### src/rtl/mc_ctrl.sv
// mc_ctrl -- multi-cycle main controller for an RV32I datapath.
//
// Sequences FETCH / DECODE / EXEC / MEM / WB and drives all per-cycle strobes
// for PC, IR, register file and data memory. Both memory ports use a
// request/ready handshake with variable latency. A wait counter traps to TRAP
// when a request stays unanswered for TIMEOUT cycles (TIMEOUT = 0 disables it).
// Unknown opcodes also trap. TRAP is left only through rst.
//
// Optional feature: define MC_CTRL_PERF_CNT_EN to add the 32-bit performance
// counters instret (retired instructions) and stall_cyc (cycles that a memory
// request spends waiting for ready).
module mc_ctrl #(
  parameter int TIMEOUT = 16
) (
  input  logic       clk,
  input  logic       rst,
  input  logic [6:0] Op,
  input  logic [2:0] Funct3,
  input  logic       br_take,
  output logic       imem_req,
  input  logic       imem_ready,
  output logic       dmem_req,
  output logic       dmem_we,
  input  logic       dmem_ready,
  output logic       ir_write,
  output logic       pc_write,
  output logic [1:0] pc_sel,
  output logic       reg_write,
  output logic [1:0] wd_sel,
  output logic [2:0] dm_type,
  output logic [2:0] state,
  output logic       illegal,
  output logic       timeout,
  output logic       retire
`ifdef MC_CTRL_PERF_CNT_EN
  ,
  output logic [31:0] instret,
  output logic [31:0] stall_cyc
`endif
);

  typedef enum logic [2:0] {
    S_FETCH  = 3'd0,
    S_DECODE = 3'd1,
    S_EXEC   = 3'd2,
    S_MEM    = 3'd3,
    S_WB     = 3'd4,
    S_TRAP   = 3'd5
  } state_e;

  localparam logic [6:0] OP_R   = 7'b0110011;
  localparam logic [6:0] OP_I   = 7'b0010011;
  localparam logic [6:0] OP_L   = 7'b0000011;
  localparam logic [6:0] OP_S   = 7'b0100011;
  localparam logic [6:0] OP_B   = 7'b1100011;
  localparam logic [6:0] OP_JAL = 7'b1101111;
  localparam logic [6:0] OP_LUI = 7'b0110111;

  localparam logic [1:0] PC_PLUS4 = 2'd0;
  localparam logic [1:0] PC_BR    = 2'd1;
  localparam logic [1:0] PC_JAL   = 2'd2;

  localparam logic [1:0] WD_ALU  = 2'd0;
  localparam logic [1:0] WD_MEM  = 2'd1;
  localparam logic [1:0] WD_LINK = 2'd2;

  // The counter only ever has to hold values 0 .. TIMEOUT-1.
  localparam int CNT_W = (TIMEOUT > 1) ? $clog2(TIMEOUT) : 1;
  localparam logic [CNT_W-1:0] CNT_LAST = (TIMEOUT > 0) ? CNT_W'(TIMEOUT - 1) : '0;

  state_e           state_q, state_d;
  logic [CNT_W-1:0] wait_cnt_q, wait_cnt_d;
  logic             illegal_q, illegal_d;
  logic             timeout_q, timeout_d;

  // Ungated strobes; forced to zero while rst is high before reaching ports.
  logic       imem_req_c, dmem_req_c, dmem_we_c, ir_write_c, pc_write_c;
  logic       reg_write_c, retire_c;
  logic [1:0] pc_sel_c, wd_sel_c;
  logic [2:0] dm_type_c;
  logic       wait_expired;
  logic       is_load, is_store;

  // Access size/sign code presented to the data memory.
  function automatic logic [2:0] decode_dm_type(input logic [2:0] f3);
    case (f3)
      3'b000:  decode_dm_type = 3'b011;  // byte
      3'b001:  decode_dm_type = 3'b001;  // half
      3'b010:  decode_dm_type = 3'b000;  // word
      3'b100:  decode_dm_type = 3'b100;  // byte unsigned
      3'b101:  decode_dm_type = 3'b010;  // half unsigned
      default: decode_dm_type = 3'b000;
    endcase
  endfunction

  function automatic logic op_known(input logic [6:0] op);
    case (op)
      OP_R, OP_I, OP_L, OP_S, OP_B, OP_JAL, OP_LUI: op_known = 1'b1;
      default:                                       op_known = 1'b0;
    endcase
  endfunction

  assign is_load      = (Op == OP_L);
  assign is_store     = (Op == OP_S);
  assign wait_expired = (TIMEOUT != 0) && (wait_cnt_q == CNT_LAST);

  // Next-state, trap flags and raw strobes for the current state.
  always_comb begin
    // NOTE: every signal written here gets a default first so no path leaves
    // one unassigned, which would otherwise infer a latch.
    state_d     = state_q;
    illegal_d   = illegal_q;
    timeout_d   = timeout_q;
    imem_req_c  = 1'b0;
    dmem_req_c  = 1'b0;
    dmem_we_c   = 1'b0;
    ir_write_c  = 1'b0;
    pc_write_c  = 1'b0;
    pc_sel_c    = PC_PLUS4;
    reg_write_c = 1'b0;
    wd_sel_c    = WD_ALU;
    dm_type_c   = 3'b000;
    retire_c    = 1'b0;

    case (state_q)
      S_FETCH: begin
        imem_req_c = 1'b1;
        if (imem_ready) begin
          ir_write_c = 1'b1;
          pc_write_c = 1'b1;
          pc_sel_c   = PC_PLUS4;
          state_d    = S_DECODE;
        end else if (wait_expired) begin
          state_d   = S_TRAP;
          timeout_d = 1'b1;
        end
      end

      S_DECODE: begin
        if (op_known(Op)) begin
          state_d = S_EXEC;
        end else begin
          state_d   = S_TRAP;
          illegal_d = 1'b1;
        end
      end

      S_EXEC: begin
        case (Op)
          OP_R, OP_I, OP_LUI: state_d = S_WB;
          OP_L, OP_S:         state_d = S_MEM;
          OP_B: begin
            pc_write_c = br_take;
            pc_sel_c   = PC_BR;
            retire_c   = 1'b1;
            state_d    = S_FETCH;
          end
          OP_JAL: begin
            pc_write_c  = 1'b1;
            pc_sel_c    = PC_JAL;
            reg_write_c = 1'b1;
            wd_sel_c    = WD_LINK;
            retire_c    = 1'b1;
            state_d     = S_FETCH;
          end
          default: begin
            // IR changed under us; treat it like an undecodable opcode.
            state_d   = S_TRAP;
            illegal_d = 1'b1;
          end
        endcase
      end

      S_MEM: begin
        dmem_req_c = 1'b1;
        dmem_we_c  = is_store;
        dm_type_c  = decode_dm_type(Funct3);
        if (dmem_ready) begin
          if (is_load) begin
            state_d = S_WB;
          end else begin
            retire_c = 1'b1;
            state_d  = S_FETCH;
          end
        end else if (wait_expired) begin
          state_d   = S_TRAP;
          timeout_d = 1'b1;
        end
      end

      S_WB: begin
        reg_write_c = 1'b1;
        wd_sel_c    = is_load ? WD_MEM : WD_ALU;
        dm_type_c   = decode_dm_type(Funct3);
        retire_c    = 1'b1;
        state_d     = S_FETCH;
      end

      S_TRAP: state_d = S_TRAP;

      default: state_d = S_FETCH;
    endcase

    // Wait counter: counts unanswered request cycles, cleared on any move.
    wait_cnt_d = '0;
    if (state_d == state_q &&
        ((state_q == S_FETCH && !imem_ready) || (state_q == S_MEM && !dmem_ready))) begin
      wait_cnt_d = wait_cnt_q + 1'b1;
    end
  end

  // State register, wait counter and sticky trap flags.
  always_ff @(posedge clk) begin
    // NOTE: registers use non-blocking assignments so every flop samples the
    // values from before this edge, independent of statement order.
    if (rst) begin
      state_q    <= S_FETCH;
      wait_cnt_q <= '0;
      illegal_q  <= 1'b0;
      timeout_q  <= 1'b0;
    end else begin
      state_q    <= state_d;
      wait_cnt_q <= wait_cnt_d;
      illegal_q  <= illegal_d;
      timeout_q  <= timeout_d;
    end
  end

  // Port drive: everything is held at zero while rst is asserted.
  always_comb begin
    imem_req  = 1'b0;
    dmem_req  = 1'b0;
    dmem_we   = 1'b0;
    ir_write  = 1'b0;
    pc_write  = 1'b0;
    pc_sel    = 2'd0;
    reg_write = 1'b0;
    wd_sel    = 2'd0;
    dm_type   = 3'd0;
    state     = 3'd0;
    illegal   = 1'b0;
    timeout   = 1'b0;
    retire    = 1'b0;
    if (!rst) begin
      imem_req  = imem_req_c;
      dmem_req  = dmem_req_c;
      dmem_we   = dmem_we_c;
      ir_write  = ir_write_c;
      pc_write  = pc_write_c;
      pc_sel    = pc_sel_c;
      reg_write = reg_write_c;
      wd_sel    = wd_sel_c;
      dm_type   = dm_type_c;
      state     = state_q;
      illegal   = illegal_q;
      timeout   = timeout_q;
      retire    = retire_c;
    end
  end

`ifdef MC_CTRL_PERF_CNT_EN
  logic [31:0] instret_q, instret_d;
  logic [31:0] stall_cyc_q, stall_cyc_d;

  // Retired-instruction and memory-stall counters; both wrap at 2^32.
  always_comb begin
    instret_d   = instret_q;
    stall_cyc_d = stall_cyc_q;
    if (retire) begin
      instret_d = instret_q + 32'd1;
    end
    if ((imem_req && !imem_ready) || (dmem_req && !dmem_ready)) begin
      stall_cyc_d = stall_cyc_q + 32'd1;
    end
  end

  // Performance counter registers.
  always_ff @(posedge clk) begin
    if (rst) begin
      instret_q   <= '0;
      stall_cyc_q <= '0;
    end else begin
      instret_q   <= instret_d;
      stall_cyc_q <= stall_cyc_d;
    end
  end

  assign instret   = instret_q;
  assign stall_cyc = stall_cyc_q;
`endif

endmodule

### config.mk
export PLATFORM = sky130hd
export DESIGN_NAME = mc_ctrl
export DESIGN_NICKNAME = d
export VERILOG_FILES = /design/src/rtl/mc_ctrl.sv
export SDC_FILE = /design/constraint.sdc
export NUM_CORES = 1
export LEC_CHECK = 0
export ABC_AREA = 1
export CAP_MARGIN = 0
export CORE_MARGIN = 5
export CORE_UTILIZATION = 40
export CTS_CLUSTER_SIZE = 25
export DETAILED_ROUTE_END_ITERATION = 10
export PLACE_DENSITY = 0.78
export SLEW_MARGIN = 10
export SYNTH_ARGS = -nofsm -noshare
export SYNTH_HDL_FRONTEND = slang
export SYNTH_SLANG_ARGS = --single-unit
### constraint.sdc
create_clock -name clk -period 3.5 [get_ports clk]
set_clock_uncertainty 0.15 [all_clocks]
set_input_delay 0.35 -clock clk [delete_from_list [all_inputs] [get_ports clk]]
set_output_delay 0.35 -clock clk [all_outputs]
set_load 0.01 [all_outputs]
==> results of run 1 <==
[worst paths after layout]
path	startpoint	end	slack [ps]	cells after the start
max	Op[5]	pc_write	820	7
min	wait_cnt_q[0]	wait_cnt_q[0]	300	1
max reg2reg	wait_cnt_q[0]	wait_cnt_q[0]	1900	8
min reg2reg	wait_cnt_q[0]	wait_cnt_q[0]	300	1
[layout make-up]
class                      instances  area (sq um)
fill                             152           611
multi-input combinational         90           462
timing repair buffer              34           338
sequential                         9           180
inverter                          21          78.8
tap                               25          31.3
clock buffer                       4          26.3
[registers in the layout (all words and copies together) (netlist names)]
signal,flops
wait_cnt_q,4
timeout_q,1
illegal_q,1
state_q,3
[cell families (layout without fill, tap and decap cells)]
family	after synthesis	after routing	share of synthesized area, %
AO/OA/AOI/OAI	16	16	13.4
XOR/XNOR	2	2	2.41
adder cells (fa/ha/maj)	1	1	1.72
buffers and inverters	23	59	11.9
flip-flops	9	9	24.7
AND/OR/NAND/NOR	71	71	45.9
[power groups by stage]
stage               clock, mW  sequential (mW)  combinational [mW]
finish                 0.0786            0.121               0.124
global route           0.0871            0.123               0.138
CTS                    0.0819            0.121               0.125
detailed placement          0            0.123               0.124
global placement            0            0.123               0.121
floorplan                   0            0.121              0.0710
[worst reg2reg max path, cell delays in order, from the launching register on]
cell and delay, ps:
dfxtp_1 350, ha_1 190, nand3_1 200, a21oi_1 220, a21oi_2 80, nand3_1 90
nand2_1 70, nand2_2 100, nor2_1 50
[placed cells by master (no fill, tap or decap)]
cell type and n:
nor2_2 2, or2_1 1, a21oi_2 1, ha_1 1, o21ai_2 1, inv_2 2
nand2_1 18, o21ai_0 1, nand3_2 3, clkbuf_4 3, nor4_1 2, clkbuf_1 1
xor2_1 1, nor3_1 3, nor3b_2 1, a31oi_1 5, xnor2_1 1, nand3_1 9
a211o_1 1, buf_4 1, nand2_2 1, nor2_1 27, dfxtp_1 9, inv_1 19
nand4_1 4, a21oi_1 7, clkdlybuf4s50_1 33
[layer usage]
| metal | share of wire, % | up-vias | routed length [um] |
|---|---|---|---|
| li1 | - | 471 | - |
| met3 | 6.7 | 0 | 137 |
| met5 | 0 | - | 0 |
| met4 | 0 | 0 | 0 |
| met2 | 50 | 34 | 1020 |
| met1 | 43 | 402 | 876 |
[per-stage QoR]
stage	utilization (%)	hold WS [ps]
after floorplan	-	267
after global placement	63.1	283
after detailed placement	63.1	288
after CTS	64.6	296
after global routing	64.6	344
final	64.6	296
==> impl_metrics.tcl, run 1 <==
set metrics [dict create \
    worst-path-buf-inv 2 \
    finalHoldViolCount 0 \
    tns_ps 0 \
    drive_above_1_share_pct 9.49 \
    endpoint_kind "output port" \
    final_nets 175 \
    peakVddDrop_mv 0.245 \
    dieHeight_um 52.7 \
    gp_congestion 0.867 \
    cp_top_family "buffers and inverters" \
    synth-edff-count 0 \
    clkLatencyLatePin_ps 260 \
    post-cts-setup-buffers 0 \
    syn_area_sq_um 728 \
    globalRouteMet2Util_pct 28.7 \
    cp_common_cell "clkdlybuf4s50_1" \
    met3_usage_pct 4.27 \
    pre_cts_slack_ps 807 \
    grt_max_degree 18 \
    cts.sinks 9 \
    netlist_instances 122 \
    rsz0062_at_grt "false" \
    async_reset_ff_share_pct 0 \
    cts_tree "yes" \
    combPwrFrac_pct 38.4 \
    grt_usage_pct 16.5 \
    setup_viol 0 \
    numCtsBuffers 3 \
    period_minus_slack_ps 2680 \
    outcome "finished clean" \
    synth_top_area_cell "dfxtp_1" \
    p_int_uw 213 \
    power_frac_seq_pct 37.3 \
    worstPathRequired_ps 3000 \
    dpl.cell_count 179 \
    routed_wl_um 2040 \
    ios 34 \
    arrival_ps 2180 \
    tightest_slew_ps 359 \
    drv_slew 0 \
    start_kind "input pin" \
    path_clk_slew_ps 60 \
    antenna_found_initial 0 \
    drc_errors 0 \
    yosysTopAreaCellShare_pct 24.7 \
    crit_type "in2out" \
    clockRootBuffer "clkbuf_4" \
    max_freq_mhz 373 \
    viasPerCell 4.96 \
    switching_share_pct 34.1 \
    ys_seq_area_share_pct 24.7 \
    cts_resized 0 \
    cellLeakagePower_nw 0.473 \
    die_w_um 52.7 \
    antenna_cells 0 \
    power.total_uw 324 \
    dieArea_sq_um 2770 \
    cts_buffer_depth 2 \
    core_sq_um 1730 \
    grt_pass1_wl_um 3600 \
    p_sw_uw 111 \
    synth_cell_types 24 \
    stdcell_area_sq_um 1120 \
    ys_top_cells_by_count "27 x nor2_1, 19 x inv_1, 18 x nand2_1, 9 x dfxtp_1, 9 x nand3_1" \
    synth-main-ff-cell "dfxtp_1" \
    drt_pass1_iterations 4 \
    stdcell_count 183 \
    dpl.hpwl_um 1720 \
    synth.most_common_cell "nor2_1" \
    crit_chain "clkdlybuf4s50_1, nand3_2, or2_1, nor2_1, nand2_1, a31oi_1, clkdlybuf4s50_1" \
    yosysWarnings 0 \
    syn_to_final_growth_pct 53.3 \
    htreeDepth 1 \
    ant_nets 0 \
    power.density_nw_per_um2 290 \
    synth_area_leaders "dfxtp_1 25%, nor2_1 14%, inv_1 9.8%" \
    grt_overflow 0 \
    wl_per_cell_um 11.1 \
    grt_use_met1_pct 20.3 \
    num_vias 907 \
    grt_pass1_vias 892 \
    fin_ws_ps 821 \
    rows 15 \
    pwr-share-clk_pct 24.3 \
    syn_nets 138 \
    syn_avg_cell_area_sq_um 5.97 \
    maxCapViolCount 0 \
    drtIter0Drc 21 \
    top_usage_layer "met2" \
    slowest_delay_ps 570 \
    finalCritPeriodShare_pct 76.6 \
    io_buffer_count 33 \
    crit_fanout 4 \
    slew_headroom_pct 75.9 \
    ys_ff_latch 9 \
    min_path_type "reg2reg" \
    crit_slowest_cell "clkdlybuf4s50_1" \
    hold_buffers 0 \
    start_util_pct 42.2 \
    post_dp_cell_area_sq_um 1090 \
]
Power figures use the tool's default switching activity.
==> inputs of run 2 (changes only) <==
clock period = 2.6 ns   (was 3.5 ns; I/O delays follow)
==> run 2 against run 1 <==
Compared with the run above: wire length down 0.83%; setup slack worse by 680 ps; hold slack better by 14 ps; sequential power up 36%; via count down 1.5%; critical path type unchanged; highest routed layer unchanged.
==> impl_metrics.tcl, run 2 (synthesis results as in run 1) <==
set metrics [dict create \
    post_dp_cell_area_sq_um 1100 \
    htreeDepth 1 \
    peakVddDrop_mv 0.378 \
    post-cts-setup-buffers 0 \
    start_util_pct 42.2 \
    clkLatencyLatePin_ps 260 \
    num_vias 893 \
    antenna_found_initial 0 \
    grt_pass1_wl_um 3460 \
    reg2reg_setup_slack_ps 1010 \
    worstPathRequired_ps 2190 \
    num-fill-cells 168 \
    finalCritPeriodShare_pct 94.7 \
    min_path_type "reg2reg" \
    io_buffer_count 33 \
    worst-path-buf-inv 3 \
    path_clk_slew_ps 50 \
    r2r_cells 8 \
    hold_start "wait_cnt_q[0]" \
    clockRootBuffer "clkbuf_4" \
    layout_common_cells "32 x clkdlybuf4s50_1, 27 x nor2_1, 19 x inv_1" \
    antenna_cells 0 \
    cts.sinks 9 \
    finalHoldViolCount 0 \
    grt_overflow 0 \
    routed_wl_um 2020 \
    dieHeight_um 52.7 \
    largest-register "wait_cnt_q" \
    gp_congestion 0.823 \
    crit_slowest_cell "clkdlybuf4s50_1" \
    reg2reg_from "wait_cnt_q[0]" \
    regArea_sq_um 180 \
    drtIter0Drc 20 \
    core_sq_um 1730 \
    grt_max_degree 15 \
    slew_headroom_pct 76.0 \
    grt_pass1_vias 883 \
    tightest_slew_ps 357 \
    wl_per_cell_um 11.0 \
    crit_fanout 4 \
    hold_buffers 0 \
    viasPerCell 4.85 \
    grt_usage_pct 16.3 \
    ios 34 \
    power.total_uw 436 \
    drive_above_1_share_pct 10.1 \
    stdcell_area_sq_um 1130 \
    slowest_delay_ps 550 \
    ant_nets 0 \
    dpl.hpwl_um 1700 \
    setup_viol 0 \
    syn_to_final_growth_pct 54.6 \
    tns_ps 0 \
    cellLeakagePower_nw 0.493 \
    largest_reg_flops 4 \
    cts_tree "yes" \
    numCtsBuffers 3 \
    r2r_end "wait_cnt_q[3]" \
    power.density_nw_per_um2 387 \
    die_w_um 52.7 \
    drt_pass1_iterations 4 \
    drc_errors 0 \
    cp_common_cell "nand2_1" \
    whs_endpoint "wait_cnt_q[0]" \
    reg_top3 "wait_cnt_q x4, state_q x3" \
    crit_type "in2out" \
    final_nets 176 \
    rows 15 \
    drv_slew 0 \
    cts_buffer_depth 2 \
    maxCapViolCount 0 \
    arrival_ps 2050 \
    rsz0062_at_grt "false" \
    crit_chain "clkdlybuf4s50_1, inv_1, nand2_1, nor2_1, nand2_1, nand2_1, o21ai_0, nor2_1, a21oi_1, clkdlybuf4s50_1" \
    hold_depth 1 \
    outcome "finished clean" \
    max_freq_mhz 406 \
    dieArea_sq_um 2770 \
    period_minus_slack_ps 2460 \
    start_kind "input pin" \
    layout_commonest_cell "clkdlybuf4s50_1" \
    multi_input_area_sq_um 462 \
    cts_resized 0 \
    cp_top_family "buffers and inverters" \
    endpoint_kind "output port" \
]
[run 2: changes by cell type in the layout (fill, tap and decap cells not counted), sizes merged]
cell / change
dlymetal6s2s: +1
buf: +1
clkdlybuf4s50: -1
[run 2: area by class of cell]
| class | count | share of cell area (%) |
|---|---|---|
| multi-input cells | 90 | 41.0 |
| well taps | 25 | 2.78 |
| inverters | 21 | 7.00 |
| flip-flops and latches | 9 | 16.0 |
| clock buffers | 4 | 2.33 |
| repair buffers | 35 | 30.9 |
[run 2: how the worst max path moves through the flow]
stage	cells past startpoint	end	from	slack, ps
floorplan	4	dm_type[1]	state_q[2]	1060
global placement	7	pc_write	Op[5]	170
detailed placement	7	pc_write	Op[5]	130
CTS	7	pc_write	Op[5]	120
global route	10	retire	Op[2]	20
finish	10	retire	Op[6]	140
[run 2: routing by layer]
layer	wire, um	track usage, %	vias to the layer above
met3	146	5.70	0
met5	0	0	-
li1	-	-	472
met1	898	18.6	392
met2	975	30.0	29
met4	0	1.28	0
[run 2: worst reg2reg max path: cells and delay by family, from the launching register on]
kind | cells | cell delay [ps]
flops | 1 | 360
fa+ha+maj | 1 | 190
compound gates | 2 | 300
simple gates | 5 | 470
[run 2: report_power, final]
group          internal (mW)  switching, mW
Combinational         0.0788         0.0886
Sequential             0.150         0.0139
Clock                 0.0589         0.0454
[run 2: per-stage QoR]
stage	hold WS (ps)	cells	setup slack, ps	util (%)
2_1_floorplan	267	122	1060	-
3_3_place_gp	286	180	170	63.6
3_5_place_dp	293	180	130	63.6
4_1_cts	301	184	122	65.1
5_1_grt	341	184	24.5	65.2
6_report	309	184	138	65.2
